**config.mk**
```make
export PLATFORM = sky130hd
export DESIGN_NAME = piezo_multi
export DESIGN_NICKNAME = d
export VERILOG_FILES = /design/src/rtl/piezo_pkg.sv /design/src/rtl/piezo_tone_gen.sv /design/src/rtl/piezo_multi.sv
export SDC_FILE = /design/constraint.sdc
export NUM_CORES = 1
export LEC_CHECK = 0
export ABC_AREA = 1
export BUFFER_PORTS_ARGS = -buffer_cell sky130_fd_sc_hd__buf_2
export CORE_ASPECT_RATIO = 0.5
export CORE_UTILIZATION = 55
export CTS_CLUSTER_SIZE = 28
export DETAILED_ROUTE_END_ITERATION = 8
export GPL_ROUTABILITY_DRIVEN = 0
export HOLD_SLACK_MARGIN = 0.03
export PLACE_DENSITY = 0.74
export SYNTH_ARGS = -nofsm -noshare
export SYNTH_HDL_FRONTEND = slang
export SYNTH_SLANG_ARGS = --single-unit
```
**constraint.sdc**
```tcl
create_clock -name clk -period 2.6 [get_ports clk]
set_input_delay 0.26 -clock clk [delete_from_list [all_inputs] [get_ports clk]]
set_output_delay 0.26 -clock clk [all_outputs]
set_load 0.05 [all_outputs]
```
**src/rtl/piezo_pkg.sv**
```systemverilog
// Shared types and the per-channel alert melody table for piezo_multi.
// Channel rows: 0 steer-enable, 1 over-speed, 2 battery-low; unused rows are silent.
package piezo_pkg;

  localparam int PKG_HALF_W = 16;
  localparam int PKG_DUR_W  = 24;
  localparam int TBL_CH     = 8;
  localparam int TBL_NOTES  = 8;
  localparam int FAST_SHIFT = 8;

  typedef enum logic [1:0] {
    ST_IDLE = 2'd0,
    ST_PLAY = 2'd1,
    ST_REST = 2'd2
  } state_e;

  typedef struct packed {
    logic [PKG_HALF_W-1:0] half_per;
    logic [PKG_DUR_W-1:0]  dur;
  } note_t;

  function automatic note_t mk_note(input int h, input int d);
    note_t n;
    n.half_per = PKG_HALF_W'(h);
    n.dur      = PKG_DUR_W'(d);
    return n;
  endfunction

  localparam note_t SILENT = '0;

  // half_per == 0 is a rest note; dur == 0 plays for one cycle.
  localparam note_t NOTE_TBL [TBL_CH][TBL_NOTES] = '{
    '{mk_note(5, 600), mk_note(7, 520), mk_note(0, 300), mk_note(4, 400),
      SILENT, SILENT, SILENT, SILENT},
    '{mk_note(3, 200), mk_note(6, 260), mk_note(9, 330), mk_note(2, 150),
      SILENT, SILENT, SILENT, SILENT},
    '{mk_note(8, 240), mk_note(4, 180), mk_note(10, 360), mk_note(5, 0),
      SILENT, SILENT, SILENT, SILENT},
    '{SILENT, SILENT, SILENT, SILENT, SILENT, SILENT, SILENT, SILENT},
    '{SILENT, SILENT, SILENT, SILENT, SILENT, SILENT, SILENT, SILENT},
    '{SILENT, SILENT, SILENT, SILENT, SILENT, SILENT, SILENT, SILENT},
    '{SILENT, SILENT, SILENT, SILENT, SILENT, SILENT, SILENT, SILENT},
    '{SILENT, SILENT, SILENT, SILENT, SILENT, SILENT, SILENT, SILENT}
  };

endpackage

```
**src/rtl/piezo_tone_gen.sv**
```systemverilog
// Square-wave generator: toggles the tone every half_per enabled cycles.
// half_per == 0 holds the tone low; clear zeroes both counter and tone.
module piezo_tone_gen #(
  parameter int HALF_W = 16
) (
  input  logic              clk,
  input  logic              rst_n,
  input  logic              clear,
  input  logic              enable,
  input  logic [HALF_W-1:0] half_per,
  output logic              tone
);

  logic [HALF_W-1:0] half_cnt;

  always_ff @(posedge clk or negedge rst_n) begin
    if (!rst_n) begin
      half_cnt <= '0;
      tone     <= 1'b0;
    end else if (clear) begin
      half_cnt <= '0;
      tone     <= 1'b0;
    end else if (enable && (half_per != '0)) begin
      if (half_cnt == half_per - HALF_W'(1)) begin
        half_cnt <= '0;
        tone     <= ~tone;
      end else begin
        half_cnt <= half_cnt + HALF_W'(1);
      end
    end
  end

endmodule

```
**src/rtl/piezo_multi.sv**
```systemverilog
// Multi-channel piezo alert sequencer with round-robin arbitration between requests.
// Define PIEZO_FAST_SIM_EN to shrink note durations and the rest period by 2**8 (minimum 1).
module piezo_multi
  import piezo_pkg::*;
#(
  parameter int NUM_CH   = 3,
  parameter int NOTES    = 4,
  parameter int HALF_W   = 16,
  parameter int DUR_W    = 24,
  parameter int REST_CYC = 2**22
) (
  input  logic                      clk,
  input  logic                      rst_n,
  input  logic [NUM_CH-1:0]         req,
  output logic                      piezo,
  output logic                      piezo_n,
  output logic                      busy,
  output logic [$clog2(NUM_CH)-1:0] active_ch
);

  localparam int CH_W   = $clog2(NUM_CH);
  localparam int NOTE_W = (NOTES > 1) ? $clog2(NOTES) : 1;

`ifdef PIEZO_FAST_SIM_EN
  localparam int REST_SCALED = REST_CYC >> FAST_SHIFT;
`else
  localparam int REST_SCALED = REST_CYC;
`endif
  localparam int REST_EFF = (REST_SCALED < 1) ? 1 : REST_SCALED;
  localparam logic [DUR_W-1:0] REST_LAST = DUR_W'(REST_EFF - 1);

  state_e              state;
  logic [CH_W-1:0]     last_grant;
  logic [CH_W-1:0]     grant;
  logic                found;
  logic [NOTE_W-1:0]   note_idx;
  logic [DUR_W-1:0]    dur_cnt;
  logic [DUR_W-1:0]    rest_cnt;
  note_t               cur_note;
  logic [PKG_DUR_W-1:0] dur_scaled;
  logic [DUR_W-1:0]    dur_eff;
  logic [DUR_W-1:0]    dur_last;
  logic [HALF_W-1:0]   half_per;
  logic                note_wrap;
  logic                last_note;
  logic                sounding;
  logic                tone;

  assign cur_note = NOTE_TBL[3'(active_ch)][3'(note_idx)];
  assign half_per = HALF_W'(cur_note.half_per);

  always_comb begin
`ifdef PIEZO_FAST_SIM_EN
    dur_scaled = cur_note.dur >> FAST_SHIFT;
`else
    dur_scaled = cur_note.dur;
`endif
    dur_eff = DUR_W'(dur_scaled);
    if (dur_eff == '0) dur_eff = DUR_W'(1);
    dur_last = dur_eff - DUR_W'(1);
  end

  // Round-robin: first pass above the last grant, second pass wraps to 0.
  always_comb begin
    grant = '0;
    found = 1'b0;
    for (int c = 0; c < NUM_CH; c++) begin
      if (!found && req[c] && (c > int'(last_grant))) begin
        found = 1'b1;
        grant = CH_W'(c);
      end
    end
    for (int c = 0; c < NUM_CH; c++) begin
      if (!found && req[c] && (c <= int'(last_grant))) begin
        found = 1'b1;
        grant = CH_W'(c);
      end
    end
  end

  assign note_wrap = (state == ST_PLAY) && (dur_cnt == dur_last);
  assign last_note = (note_idx == NOTE_W'(NOTES - 1));

  always_ff @(posedge clk or negedge rst_n) begin
    if (!rst_n) begin
      state      <= ST_IDLE;
      active_ch  <= '0;
      last_grant <= CH_W'(NUM_CH - 1);
      note_idx   <= '0;
      dur_cnt    <= '0;
      rest_cnt   <= '0;
    end else begin
      case (state)
        ST_IDLE: begin
          if (|req) begin
            state      <= ST_PLAY;
            active_ch  <= grant;
            last_grant <= grant;
            note_idx   <= '0;
            dur_cnt    <= '0;
            rest_cnt   <= '0;
          end
        end
        ST_PLAY: begin
          if (note_wrap) begin
            dur_cnt <= '0;
            if (last_note) begin
              state    <= ST_REST;
              note_idx <= '0;
              rest_cnt <= '0;
            end else begin
              note_idx <= note_idx + NOTE_W'(1);
            end
          end else begin
            dur_cnt <= dur_cnt + DUR_W'(1);
          end
        end
        ST_REST: begin
          if (rest_cnt == REST_LAST) begin
            state    <= ST_IDLE;
            rest_cnt <= '0;
          end else begin
            rest_cnt <= rest_cnt + DUR_W'(1);
          end
        end
        default: state <= ST_IDLE;
      endcase
    end
  end

  // Note boundaries restart the tone so every note begins low.
  piezo_tone_gen #(
    .HALF_W(HALF_W)
  ) u_tone (
    .clk     (clk),
    .rst_n   (rst_n),
    .clear   ((state != ST_PLAY) || note_wrap),
    .enable  (state == ST_PLAY),
    .half_per(half_per),
    .tone    (tone)
  );

  assign sounding = (state == ST_PLAY) && (half_per != '0);
  assign piezo    = sounding & tone;
  assign piezo_n  = sounding & ~tone;
  assign busy     = (state != ST_IDLE);

endmodule

```
== Word-level counts from Yosys, hierarchy flattened ==
Memory sizes are Yosys's and may differ from the RTL's.
Index checks and enable logic that the tools add are counted.
Operators by class
  bitwise operators: 5
  reduce and logical (&&, ||, !) cells: 30
  magnitude comparators: 6
  equal/unequal tests: 11
  multiplexer cells: 37
  $add $sub $neg: 6
Operators with widths (number)
  320-bit 2-to-1 mux: 2
  24-bit 2-to-1 mux: 6
  40-bit binary-select mux with 3-bit select: 1
  40-bit 2-to-1 mux: 2
  24-bit one-hot mux with 3 select lines: 1
  24-bit by 1-bit adder with 24-bit output (second input constant): 2
  16-bit 2-to-1 mux: 3
  24-bit one-hot mux with 2 select lines: 1
  24-bit by 22-bit == test with 1-bit output (second input constant): 1
  24-bit == test: 1
  24-bit zero test: 1
  24-bit by 1-bit subtractor with 24-bit output (second input constant): 1
  2-bit 2-to-1 mux: 11
  16-bit by 1-bit adder with 16-bit output (second input constant): 1
  16-bit == test: 1
  16-bit nonzero test: 1
  16-bit by 1-bit subtractor with 16-bit output (second input constant): 1
  1-bit logical AND: 10
  4-bit greater-or-equal comparator (second input constant): 2
  1-bit 2-to-1 mux: 8
  2-bit inequality test (second input constant): 4
  2-bit NOT with 4-bit output: 2
  4-bit AND reduction: 2
  2-bit nonzero test: 4
  other kinds (19): 26
Storage, ports and cells
  flip-flop bits (word level): 73
  input port bits: 5
  memories kept: 1
  output and inout port bits: 5
  logic and storage cells: 104
  ROM bits: 2560
Memory list
  (name not given): words 8, bits a word 320, rd ports 1, clocked after memory_dff 0, wr ports 0, line piezo_multi.sv:49  | assign cur_note = NOTE_TBL[3'(active_ch)][3'(note_idx)];

== Logic depth before layout (Yosys ltp) ==
  word-level depth: 18
  mapped depth: 23
  depth with buffers taken out: 21

== Modules after synthesis ==
A second synthesis with hierarchy kept.
Unflattened totals
  cell total of the unflattened synthesis: 834
  area total of the unflattened synthesis: 5615.4 µm²
By module, submodules not included
  piezo_multi: seq. area each 1377.6 µm², area an instance 3961.3 µm², times used 1, cells each 583
  piezo_tone_gen: seq. area each 425.4 µm², area an instance 1654.1 µm², times used 1, cells each 251

== Least setup slack after synthesis ==
No wires, ideal clock.
  kind: register to output
  start point: register active_ch[1]
  end point: output piezo
  data required time: 2.340 ns
  slack: -0.580 ns
  buffers on the path: 1
  cell stages (with the launch flop): 11
  arrival: 2.920 ns
  cell sequence: dfrtp_1 -> inv_1 -> ha_1 -> nor2_1 -> o21ai_0 -> nand2_1 -> ha_1 -> nand3_2 -> buf_2 -> nand2_1 -> nor2_1
Between the ends
  longest elaborated chain between the ends: 10
RTL lines
  start, declared: line piezo_multi.sv:18  | output logic [$clog2(NUM_CH)-1:0] active_ch
  start signal, assigned: line piezo_multi.sv:97  | active_ch <= grant;
  2-bit NOT with 4-bit output (implied by the code): line piezo_multi.sv:49
  memory 8 x 320 bit
  320-bit 2-to-1 mux (implied by the code) (2 in series): line piezo_multi.sv:49
  40-bit binary-select mux with 3-bit select: line piezo_multi.sv:49
  40-bit 2-to-1 mux (implied by the code) (2 in series): line piezo_multi.sv:49
  16-bit nonzero test: line piezo_multi.sv:143  | assign sounding = (state == ST_PLAY) && (half_per != '0);
  1-bit logical AND: line piezo_multi.sv:143
  1-bit AND: line piezo_multi.sv:144  | assign piezo = sounding & tone;
  end, declared: line piezo_multi.sv:15  | output logic piezo,
Every way passes these cells. The select of a mux whose other input is x is not followed.

== Final worst setup path ==
  start point: register active_ch[1]
  end point: register u_tone.half_cnt[14]
Between the ends
  longest elaborated chain between the ends: 14
  elaborated cells between the ends (all ways): 21
  classes of those cells: add/sub (2); eq/ne (2); mux (9); bitwise (1); reduce/logical (6); memory (1)
RTL lines
  2-bit NOT with 4-bit output (implied by the code) (*): line piezo_multi.sv:49
  memory 8 x 320 bit (*)
  320-bit 2-to-1 mux (implied by the code) (*) (2 in series): line piezo_multi.sv:49
  40-bit binary-select mux with 3-bit select (*): line piezo_multi.sv:49
  40-bit 2-to-1 mux (implied by the code) (*) (2 in series): line piezo_multi.sv:49
  24-bit zero test: line piezo_multi.sv:59  | if (dur_eff == '0) dur_eff = DUR_W'(1);
  24-bit 2-to-1 mux: line piezo_multi.sv:59
  24-bit by 1-bit subtractor with 24-bit output: line piezo_multi.sv:60  | dur_last = dur_eff - DUR_W'(1);
  24-bit == test: line piezo_multi.sv:81  | assign note_wrap = (state == ST_PLAY) && (dur_cnt == dur_last);
  1-bit logical AND: line piezo_multi.sv:81
  1-bit logical OR: line piezo_multi.sv:137  | .clear ((state != ST_PLAY) || note_wrap),
  16-bit 2-to-1 mux / 2-bit nonzero test (equally long branches)
  end signal, assigned: line piezo_tone_gen.sv:28  | half_cnt <= half_cnt + HALF_W'(1);
  end, declared: line piezo_tone_gen.sv:14  | logic [HALF_W-1:0] half_cnt;
Every way passes the cells marked *; elsewhere a longest branch is shown, timed or not. The select of a mux whose other input is x is not followed.
A chain may end at the register's enable or synchronous reset.

==> results.json <==
{
  "status": "finished with violations",
  "violations": "negative setup slack",
  "hp-class": "in -> async",
  "yosys_most_used_dff": "dfrtp_1",
  "cellPowerDensity_nw_per_um2": 364,
  "hold_slack_ns": 0.0213,
  "ir_drop_mv": 0.300,
  "design_area_sq_um": 6560,
  "max_freq_mhz": 346,
  "synth_sequential_area_ratio": 0.339,
  "maxCapViolations": 0,
  "std_cell_rows": 24,
  "finalWorstSetupSlack_ns": -0.292,
  "syn_area_per_cell_sq_um": 6.82,
  "port-buffer-count": 9,
  "fin_crit_ns": 2.89,
  "grt_max_degree": 73,
  "syn_area_sq_um": 5320,
  "yosysTopAreaCell": "dfrtp_1",
  "yosys-top-cells-area": "dfrtp_1 (33%), nand2_1 (18%), nor2_1 (6.9%), xor2_1 (6.9%), nand3_1 (6.8%)",
  "die_area_sq_um": 10100,
  "drive_gt1_frac": 0.208,
  "max_stage_delay_ns": 0.46,
  "cts_made_buffers": 9,
  "initial_core_util": 0.588,
  "die_w_um": 141,
  "setup_viol": 71,
  "cts_buffer_depth": 2,
  "num-nets-final": 861,
  "cts-hold-fix-buffers": 0,
  "clk_latency_ns": 0.34,
  "synth_commonest_cells": "nand2_1 (248), nor2_1 (98), inv_1 (77), nand3_1 (72), dfrtp_1 (71)",
  "synthCells": 779,
  "cpMostUsedCell": "nand2_1",
  "hpwlAfterDp_um": 9040,
  "first_global_vias": 4735,
  "dpl_cell_area_sq_um": 5810,
  "clkTransAtPathRegs_ns": 0.06,
  "fillers": 692,
  "max_slew_margin": 0.391,
  "power.leakage_nw": 3.38,
  "top_layer_used": "met4",
  "crit_chain": "inv_4, ha_2, inv_1, o21ai_1, nand2_1, nand3_2, nor2_4, nand3_1, nand2_1, nand3_1, nand2_1, nand3_1, nor2_2, nand3_4, nand2_8, buf_6, nor2_4, buf_12, nand2_1, nand2_1",
  "synth.distinct_cells": 39,
  "critPathCaptureType": "register",
  "synth_seq_cells": 72,
  "grt_usage": 0.268,
  "htree_num_levels": 3,
  "cts.sinks": 72,
  "syn_to_final_growth_pct": 23.3,
  "vias": 5312,
  "postSynth.asyncResetShare": 1.00,
  "drt_iter0_drc": 387,
  "syn_nets": 798,
  "cp-start-kind": "register",
  "routed_wl_um": 13800,
  "wl_met2_um": 6980,
  "die_h_um": 71.5,
  "overflow": 0,
  "io_pins": 10,
  "crit_arrival_ns": 3.12,
  "yosys.area.top_type_share": 0.334,
  "vias_per_cell": 5.44,
  "fin_skew_ns": 0.00660,
  "synth-edff-count": 0,
  "rsz0062_at_grt": "yes",
  "m1WireLength_um": 5970,
  "final_hold_viol_count": 0,
  "path_class": "reg -> reg",
  "ys_warn_count": 0,
  "setup_tns_ns": -16.36,
  "antenna_found_initial": 0,
  "cts_root_buf": "clkbuf_16",
  "cts_tree": "yes",
  "wl_met3_um": 563,
  "core_sq_um": 9040,
  "num_antenna_cells": 0,
  "crit_fanout": 16,
  "final-max-slew-violation-count": 0,
  "drcViolationCount": 0,
  "crit_slowest_cell": "dfrtp_2",
  "fin_crit_sh": 1.11,
  "grt_pass1_wl_um": 21300,
  "worst_ep_required_time_ns": 2.82,
  "ant_nets": 0,
  "routedWlPerCell_um": 14.1,
  "yosys.cell_count.top_type": "nand2_1",
  "firstDrtPassIters": 5,
  "worst_slew_pin_slew_ns": 0.913
}
==> cell families (layout without fill, tap and decap cells) <==
group / count (synthesis) / in the layout / share of synthesized area
DFF: 72 / 72 / 0.339
and+or+nand+nor: 511 / 514 / 0.430
buffers and inverters: 104 / 169 / 0.0835
AOI/OAI and AO/OA: 27 / 27 / 0.0308
adders and majority gates: 14 / 14 / 0.0329
xor gates and xnor gates: 51 / 51 / 0.0840
==> final timing paths <==
path | cells after the start | slack, ns | to | startpoint
worst max register to register | 20 | -0.29 | u_tone.half_cnt[14] | active_ch[1]
min in group clk | 3 | 0.28 | active_ch[0] | req[1]
worst min-delay path | 1 | 0.02 | u_tone.half_cnt[12] | rst_n
max in group asynchronous | 1 | 1.90 | active_ch[1] | rst_n
worst max-delay path | 20 | -0.29 | u_tone.half_cnt[14] | active_ch[1]
worst min register to register | 2 | 0.52 | rest_cnt[7] | rest_cnt[7]
==> power by group <==
part / internal, mW / switching, mW
sequential: 1.12 / 0
combinational: 0.00356 / 0.0238
clock: 0.746 / 0.494
==> placed cells by master, fill, tap and decap left out, types with 6 or more instances in the layout <==
cell type and n:
xor2_1 42, buf_2 6, nand2_1 225, xnor2_1 8
buf_4 48, nor4_1 12, nor3_1 19, nand3_2 9
nand3_4 6, inv_2 7, inv_1 73, dfrtp_1 70
clkbuf_16 10, nand3_1 66, nand4_1 25, nand2_2 24
nor2_2 9, nor2_1 90, o21ai_0 6, nand3b_1 11
buf_6 10
==> state kept, by name, indices dropped and copies added, names as in the netlist <==
register	flops
dur_cnt	24
rest_cnt	24
u_tone.half_cnt	16
active_ch	2
note_idx	2
state	2
last_grant	1
u_tone.tone	1
==> critical path, delay by kind of cell (launching register included) <==
family / cells / cell delay [ns]
AOI/OAI and AO/OA: 1 / 0.06
adders and majority gates: 1 / 0.18
buffers and inverters: 4 / 0.41
DFF: 1 / 0.46
and+or+nand+nor: 14 / 1.65
==> repair_timing <==
item | in CTS | in global routing
endpoints found under the hold margin | 0 | 0
setup endpoints to repair | 68 | 71
cloned | 1 | 3
resized for setup | 24 | 55
setup buffers | 3 | 12
pin swaps | 20 | 21
==> stage by stage <==
step | power (mW) | setup slack [ns] | utilization | cells
detailed placement | 1.17 | -0.179 | 0.643 | 944
floorplan | 1.14 | 0.00156 | - | 779
finish | 2.39 | -0.292 | 0.725 | 977
global route | 2.48 | -0.486 | 0.725 | 977
CTS | 2.41 | -0.0458 | 0.689 | 964
global placement | 1.17 | -0.0933 | 0.643 | 944
==> per-layer routing <==
layer	up-vias	GRT usage
li1	2630	-
met1	2497	0.332
met2	151	0.479
met3	34	0.0468
met4	0	0.0906
met5	-	0
==> final cells by class <==
| cell class | count | area, sq um | area share |
|---|---|---|---|
| multi-input combinational | 606 | 3370 | 0.514 |
| sequential | 72 | 1800 | 0.275 |
| timing repair buffer | 68 | 583 | 0.0889 |
| inverter | 85 | 338 | 0.0515 |
| clock buffer | 10 | 229 | 0.0349 |
| tap | 130 | 163 | 0.0248 |
| clock inverter | 6 | 67.6 | 0.0103 |
Power figures use the tool's default switching activity.
